File: src/rtl/ipif_regbank_pkg.sv
// ipif_regbank_pkg
//   Shared definitions for the IPIF register bank:
//   - byte offsets of every mapped register
//   - FSM state encoding
//   - apply_be(): merge a write word into an old word under byte enables
package ipif_regbank_pkg;

    localparam int unsigned ADDR_ID         = 32'h00;
    localparam int unsigned ADDR_SCRATCH    = 32'h04;
    localparam int unsigned ADDR_CTRL       = 32'h08;
    localparam int unsigned ADDR_STATUS     = 32'h0C;
    localparam int unsigned ADDR_IRQ_STATUS = 32'h10;
    localparam int unsigned ADDR_IRQ_ENABLE = 32'h14;

    typedef enum logic {
        ST_IDLE,
        ST_ACK
    } state_t;

    // Byte lanes whose enable is set take new_word; the rest keep old_word.
    function automatic logic [31:0] apply_be(input logic [31:0] old_word,
                                             input logic [31:0] new_word,
                                             input logic [3:0]  be);
        logic [31:0] result;
        for (int b = 0; b < 4; b++) begin
            result[8*b +: 8] = be[b] ? new_word[8*b +: 8] : old_word[8*b +: 8];
        end
        return result;
    endfunction

endpackage

File: src/rtl/ipif_regbank_irq.sv
// ipif_regbank_irq
//   Interrupt status (W1C) and enable storage plus the registered level
//   interrupt output.
// Ports:
//   aclk, areset   clock, asynchronous active-high reset
//   irq_event      per-source set pulses
//   status_we      write strobe for IRQ_STATUS (write-one-to-clear)
//   enable_we      write strobe for IRQ_ENABLE
//   wdata, be      write data and byte enables of the current access
//   irq_status     current IRQ_STATUS contents
//   irq_enable     current IRQ_ENABLE contents
//   irq            registered |(irq_status & irq_enable)
module ipif_regbank_irq
    import ipif_regbank_pkg::*;
#(
    parameter int IRQ_WIDTH = 8
) (
    input  logic                 aclk,
    input  logic                 areset,
    input  logic [IRQ_WIDTH-1:0] irq_event,
    input  logic                 status_we,
    input  logic                 enable_we,
    input  logic [31:0]          wdata,
    input  logic [3:0]           be,
    output logic [IRQ_WIDTH-1:0] irq_status,
    output logic [IRQ_WIDTH-1:0] irq_enable,
    output logic                 irq
);

    // Bits written as 1 under an active byte enable are the ones to clear.
    logic [IRQ_WIDTH-1:0] clr_mask;
    assign clr_mask = status_we ? IRQ_WIDTH'(apply_be(32'h0, wdata, be)) : '0;

    // NOTE: sequential state uses non-blocking assignments so every register
    // samples the pre-edge values, independent of statement order.
    always_ff @(posedge aclk or posedge areset) begin
        if (areset) begin
            irq_status <= '0;
            irq_enable <= '0;
            irq        <= 1'b0;
        end else begin
            // OR-ing the events in after the clear makes a same-edge set win.
            irq_status <= (irq_status & ~clr_mask) | irq_event;
            if (enable_we) begin
                irq_enable <= IRQ_WIDTH'(apply_be(32'(irq_enable), wdata, be));
            end
            irq <= |(irq_status & irq_enable);
        end
    end

endmodule

File: src/rtl/ipif_regbank.sv
// ipif_regbank
//   Register bank on the IPIF side of an AXI4-Lite to IPIF bridge.
//   Map (word offsets, addr[1:0] ignored): 0x00 ID (RO), 0x04 SCRATCH (RW),
//   0x08 CTRL (RW), 0x0C STATUS (RO), 0x10 IRQ_STATUS (W1C),
//   0x14 IRQ_ENABLE (RW). Every access is acknowledged one cycle after
//   its request; unmapped addresses and writes to RO registers ack with error.
// Build option:
//   IPIF_REGBANK_STATUS_SYNC_EN  defined: status passes a two-flop
//   synchronizer before it is readable; undefined: read directly.
// Ports:
//   aclk, areset              clock, asynchronous active-high reset
//   bus2ip_addr/_wr_req/_rd_req/_data/_be   request from the bridge
//   ip2bus_data/_wrack/_rdack/_error        response to the bridge
//   ctrl                      CTRL register contents
//   status                    live status word
//   irq_event                 per-source interrupt set pulses
//   irq                       level interrupt
module ipif_regbank
    import ipif_regbank_pkg::*;
#(
    parameter int          ADDR_WIDTH = 8,
    parameter logic [31:0] ID_VALUE   = 32'h4950_0001,
    parameter logic [31:0] CTRL_RESET = 32'h0000_0000,
    parameter int          IRQ_WIDTH  = 8
) (
    input  logic                  aclk,
    input  logic                  areset,
    input  logic [ADDR_WIDTH-1:0] bus2ip_addr,
    input  logic                  bus2ip_wr_req,
    input  logic                  bus2ip_rd_req,
    input  logic [31:0]           bus2ip_data,
    input  logic [3:0]            bus2ip_be,
    output logic [31:0]           ip2bus_data,
    output logic                  ip2bus_wrack,
    output logic                  ip2bus_rdack,
    output logic                  ip2bus_error,
    output logic [31:0]           ctrl,
    input  logic [31:0]           status,
    input  logic [IRQ_WIDTH-1:0]  irq_event,
    output logic                  irq
);

    state_t               state;
    logic [31:0]          scratch_q;
    logic [31:0]          ctrl_q;
    logic [31:0]          status_rd;
    logic [IRQ_WIDTH-1:0] irq_status;
    logic [IRQ_WIDTH-1:0] irq_enable;

`ifdef IPIF_REGBANK_STATUS_SYNC_EN
    logic [31:0] status_meta;

    always_ff @(posedge aclk or posedge areset) begin
        if (areset) begin
            status_meta <= '0;
            status_rd   <= '0;
        end else begin
            status_meta <= status;
            status_rd   <= status_meta;
        end
    end
`else
    assign status_rd = status;
`endif

    // Clearing the two low bits uses the whole address while ignoring them.
    logic [ADDR_WIDTH-1:0] word_addr;
    assign word_addr = bus2ip_addr & ~ADDR_WIDTH'(3);

    logic        rd_mapped;
    logic        wr_allowed;
    logic [31:0] rd_value;

    // NOTE: every output of this block gets a default first, so no path
    // through the case leaves a value unassigned and no latch is inferred.
    always_comb begin
        rd_mapped  = 1'b1;
        wr_allowed = 1'b0;
        rd_value   = '0;
        case (word_addr)
            ADDR_WIDTH'(ADDR_ID):         rd_value = ID_VALUE;
            ADDR_WIDTH'(ADDR_SCRATCH): begin
                rd_value   = scratch_q;
                wr_allowed = 1'b1;
            end
            ADDR_WIDTH'(ADDR_CTRL): begin
                rd_value   = ctrl_q;
                wr_allowed = 1'b1;
            end
            ADDR_WIDTH'(ADDR_STATUS):     rd_value = status_rd;
            ADDR_WIDTH'(ADDR_IRQ_STATUS): begin
                rd_value   = 32'(irq_status);
                wr_allowed = 1'b1;
            end
            ADDR_WIDTH'(ADDR_IRQ_ENABLE): begin
                rd_value   = 32'(irq_enable);
                wr_allowed = 1'b1;
            end
            default:                      rd_mapped = 1'b0;
        endcase
    end

    // A write is only accepted in IDLE; requests seen in ACK are dropped.
    logic do_write;
    assign do_write = (state == ST_IDLE) && bus2ip_wr_req && wr_allowed;

    logic irq_status_we;
    logic irq_enable_we;
    assign irq_status_we = do_write && (word_addr == ADDR_WIDTH'(ADDR_IRQ_STATUS));
    assign irq_enable_we = do_write && (word_addr == ADDR_WIDTH'(ADDR_IRQ_ENABLE));

    always_ff @(posedge aclk or posedge areset) begin
        if (areset) begin
            state        <= ST_IDLE;
            ip2bus_wrack <= 1'b0;
            ip2bus_rdack <= 1'b0;
            ip2bus_error <= 1'b0;
            ip2bus_data  <= '0;
            scratch_q    <= '0;
            ctrl_q       <= CTRL_RESET;
        end else begin
            ip2bus_wrack <= 1'b0;
            ip2bus_rdack <= 1'b0;
            ip2bus_error <= 1'b0;
            case (state)
                ST_IDLE: begin
                    // Write has priority; a simultaneous read is dropped.
                    if (bus2ip_wr_req) begin
                        ip2bus_wrack <= 1'b1;
                        ip2bus_error <= !wr_allowed;
                        if (do_write && word_addr == ADDR_WIDTH'(ADDR_SCRATCH)) begin
                            scratch_q <= apply_be(scratch_q, bus2ip_data, bus2ip_be);
                        end
                        if (do_write && word_addr == ADDR_WIDTH'(ADDR_CTRL)) begin
                            ctrl_q <= apply_be(ctrl_q, bus2ip_data, bus2ip_be);
                        end
                        state <= ST_ACK;
                    end else if (bus2ip_rd_req) begin
                        ip2bus_rdack <= 1'b1;
                        ip2bus_error <= !rd_mapped;
                        ip2bus_data  <= rd_value;
                        state        <= ST_ACK;
                    end
                end
                ST_ACK: begin
                    ip2bus_data <= '0;
                    state       <= ST_IDLE;
                end
                default: state <= ST_IDLE;
            endcase
        end
    end

    assign ctrl = ctrl_q;

    ipif_regbank_irq #(
        .IRQ_WIDTH (IRQ_WIDTH)
    ) u_irq (
        .aclk       (aclk),
        .areset     (areset),
        .irq_event  (irq_event),
        .status_we  (irq_status_we),
        .enable_we  (irq_enable_we),
        .wdata      (bus2ip_data),
        .be         (bus2ip_be),
        .irq_status (irq_status),
        .irq_enable (irq_enable),
        .irq        (irq)
    );

endmodule

File: config.mk
export PLATFORM = sky130hd
export DESIGN_NAME = ipif_regbank
export DESIGN_NICKNAME = d
export VERILOG_FILES = /design/src/rtl/ipif_regbank_pkg.sv /design/src/rtl/ipif_regbank_irq.sv /design/src/rtl/ipif_regbank.sv
export SDC_FILE = /design/constraint.sdc
export NUM_CORES = 1
export LEC_CHECK = 0
export ABC_CLOCK_PERIOD_IN_PS = 4300
export CORE_MARGIN = 10
export CORE_UTILIZATION = 25
export DETAILED_ROUTE_END_ITERATION = 12
export GPL_ROUTABILITY_DRIVEN = 0
export GPL_TIMING_DRIVEN = 0
export HOLD_SLACK_MARGIN = 0.08
export PLACE_DENSITY = 0.6
export SYNTH_ARGS = -nofsm -noshare
export SYNTH_HDL_FRONTEND = slang
export SYNTH_SLANG_ARGS = --single-unit
File: constraint.sdc
create_clock -name aclk -period 4.3 [get_ports aclk]
set_clock_uncertainty 0.15 [all_clocks]
set_input_delay 0.86 -clock aclk [delete_from_list [all_inputs] [get_ports aclk]]
set_output_delay 0.86 -clock aclk [all_outputs]
set_load 0.02 [all_outputs]
==> flow_summary.yaml <==
status:
  status: "finished, final reports clean"
cells_and_area:
  final_cell_area_mm2: 0.00782
  drive_gt1_share_pct: 24.4
  stdcell_count: 864
  seqCellArea_mm2: 0.00293
  multi_input_area_mm2: 0.00223
  diodes: 0
  fin_nets: 664
  n_fill_cell: 2071
  syn2layout_area_growth_pct: 47.3
placed_design:
  place_inst: 832
  placed_area_mm2: 0.00722
  io_buffers: 153
  dp_hpwl_mm: 12.8
logic_synthesis:
  synth-xor-area-share_pct: 0
  synthMuxAreaShare_pct: 22.2
  synth_top_family_by_area: "multiplexers"
  synth_cells: 403
  synth-simple-area-share_pct: 9.12
  synth_edf_count: 0
  ys_ff_latch: 117
  synth.most_common_cell: "dfrtp_1"
  synth_area_leaders: "dfrtp_1 55%, mux2_2 15%, mux2i_1 4.7%"
  yosysTopAreaCellShare_pct: 55.1
  synth_flop_cell: "dfrtp_1"
  synthDistinctLibCells: 43
  synth_top_area_cell: "dfrtp_1"
  synth_fa_ha_area_share_pct: 0
  syn-num-nets: 491
  synth-compound-area-share_pct: 10.8
  synthArstFlopShare_pct: 100
  yosysSeqAreaShare_pct: 55.1
  synthesis.area_mm2: 0.00531
  avgSynthCellArea_um2: 13.2
  netlist_top_cells_count: "117 x dfrtp_1, 69 x mux2_2, 29 x o21ai_0, 25 x mux2i_1, 25 x nand2_1"
  yosys_warnings: 0
pwr:
  vdd_drop_max_uv: 239
  power.density_mw_per_mm2: 378
  p_leak_nw: 3.49
clock_network:
  cts_tree: "done"
  cts.clk_slew.worst_paths_ps: 60
  clk_path_buf_depth: 2
  clock-sinks: 117
  cts_resized: 0
  cts-hold-fix-buffers: 0
  clk_latency_ps: 420
  numCtsBuffers: 17
  cts_root_buf: "clkbuf_16"
  h-tree-depth: 4
  cts_setup_buffers: 0
sta:
  post-route-period-util_pct: 63.9
  fin_crit_ps: 2750
  finalHoldViolCount: 0
  fmax_ghz: 0.364
  slew-limit-headroom_pct: 55.5
  slew_viol_final: 0
  worst_pin_slew_ps: 663
  rsz0062_at_grt: "no"
  setup_viol: 0
setup_path:
  cp.required_ps: 4510
  cp-start-kind: "input port"
  reg2reg_setup_slack_ps: 2170
  crit_start: "bus2ip_addr[4]"
  ff2ff_path_depth: 4
  critical_path_class: "input port to flop"
  critPathArrivalTime_ps: 2960
  cp_max_fo: 10
  worst-path-buf-inv: 2
  crit_path_end_kind: "flop"
  crit_path_end: "ip2bus_data[7]"
  path_depth: 6
  r2r-start: "state"
  crit_path_top_delay_cell: "clkdlybuf4s50_1"
  path_cells: "clkdlybuf4s50_1 > nor4_2 > buf_4 > nand2_1 > nor2_2 > a211o_1"
  critPathTopFamily: "simple AND/OR/NAND/NOR gates"
  cpPeakStageDelay_ps: 560
  rr_endpoint: "ip2bus_data[12]"
floorplan:
  die_height_um: 166
  initial_core_util_pct: 25.3
  dieArea_mm2: 0.0275
  row_count: 53
  core_region_area_mm2: 0.0210
  fp.dieW_um: 166
  ios: 156
global_routing:
  antenna_found_initial: 0
  grt_pass1_vias: 4516
  grt_max_degree: 62
  grt_pass1_wl_mm: 26.6
  grt_usage_pct: 12.5
  overflow: 0
routing:
  drt_iter0_drc: 81
  vias: 3990
  ant_nets: 0
  vias_per_cell: 4.62
  wl_mm: 17.1
  drc: 0
  drtPass1Iterations: 4
  wl_per_cell_um: 19.8
flow_run:
  drv_cap: 0
worst_hold_path:
  min_path_type: "flop to flop"
## how the worst min path moves through the flow
| stage | from | to | slack (ps) | cells after the start |
|---|---|---|---|---|
| 2_1_floorplan | scratch_q[11] | scratch_q[11] | 320 | 1 |
| 3_3_place_gp | ip2bus_data[27] | ip2bus_data[27] | 330 | 2 |
| 3_5_place_dp | ip2bus_data[27] | ip2bus_data[27] | 330 | 2 |
| 4_1_cts | ip2bus_data[27] | ip2bus_data[27] | 350 | 2 |
| 5_1_grt | scratch_q[10] | scratch_q[10] | 370 | 1 |
| 6_report | ip2bus_data[27] | ip2bus_data[27] | 340 | 2 |
## tightest hold or removal path: cells and delay by family (launching register included)
kind	cells	cell delay [ps]
compound gates	1	60
flops	1	350
simple gates	1	50
## routing by layer
layer | up-vias | track usage [%] | wire length (µm)
li1 | 1837 | - | -
met1 | 1981 | 13.6 | 6930
met2 | 146 | 20.5 | 8270
met3 | 26 | 6.51 | 1630
met4 | 0 | 4.01 | 286
met5 | - | 0 | 0
## kinds of logic (layout without fill, tap and decap cells)
family / count (synthesis) / in the layout
buf+inv: 22 / 208
simple gates: 73 / 73
compound gates: 86 / 86
mux: 105 / 105
flops: 117 / 117
## registers in the layout (all words and copies together), names as in the netlist
name / count
ctrl: 32
ip2bus_data: 32
scratch_q: 32
u_irq.irq_enable: 8
u_irq.irq_status: 8
ip2bus_error: 1
ip2bus_rdack: 1
ip2bus_wrack: 1
state: 1
u_irq.irq: 1
## per-stage QoR
step	TNS [ps]	utilization (%)	total power [mW]	hold slack, ps	worst slack, ps
2_1_floorplan	0	-	1.35	315	189
3_3_place_gp	-170130	34.3	1.53	325	-1460
3_5_place_dp	0	34.4	1.55	332	1050
4_1_cts	0	37.3	3.00	345	1510
5_1_grt	0	37.3	3.08	368	1400
6_report	0	37.3	2.96	337	1550
## area by class of cell
cell class,instances,area share [%]
Tap cell,275,4.40
Clock inverter,13,1.90
Buffer,19,1.74
Timing Repair Buffer,154,19.9
Sequential cell,117,37.4
Inverter,3,0.208
Clock buffer,19,5.79
Multi-Input combinational cell,264,28.6
## where the power goes
group          internal, mW  leakage, nW  total [mW]  switching (mW)
logic                 0.179         1.63       0.340           0.160
registers              1.15         1.57        1.18          0.0306
clock network         0.889        0.286        1.44           0.551
## cell usage in the layout, fill, tap and decap left out, types with 2 or more instances in the layout
cell,n
nand3_2,2
clkbuf_8,2
clkinvlp_4,3
nand2_1,25
a22oi_1,22
nand3_1,16
nand3_4,2
buf_4,8
bufinv_16,2
mux2_4,7
mux2i_1,25
inv_6,3
clkinv_4,5
buf_2,7
dfrtp_1,117
nor2_8,3
a221oi_1,2
nor2b_1,3
mux2_1,4
a211o_1,7
nand2b_1,2
a21oi_1,9
o21ai_0,29
clkdlybuf4s50_1,153
clkbuf_16,17
buf_6,2
a22o_1,7
inv_1,2
mux2_2,69
nor3_1,2
nor2_1,3
a21o_1,9
(Power assumes the default switching activity.)
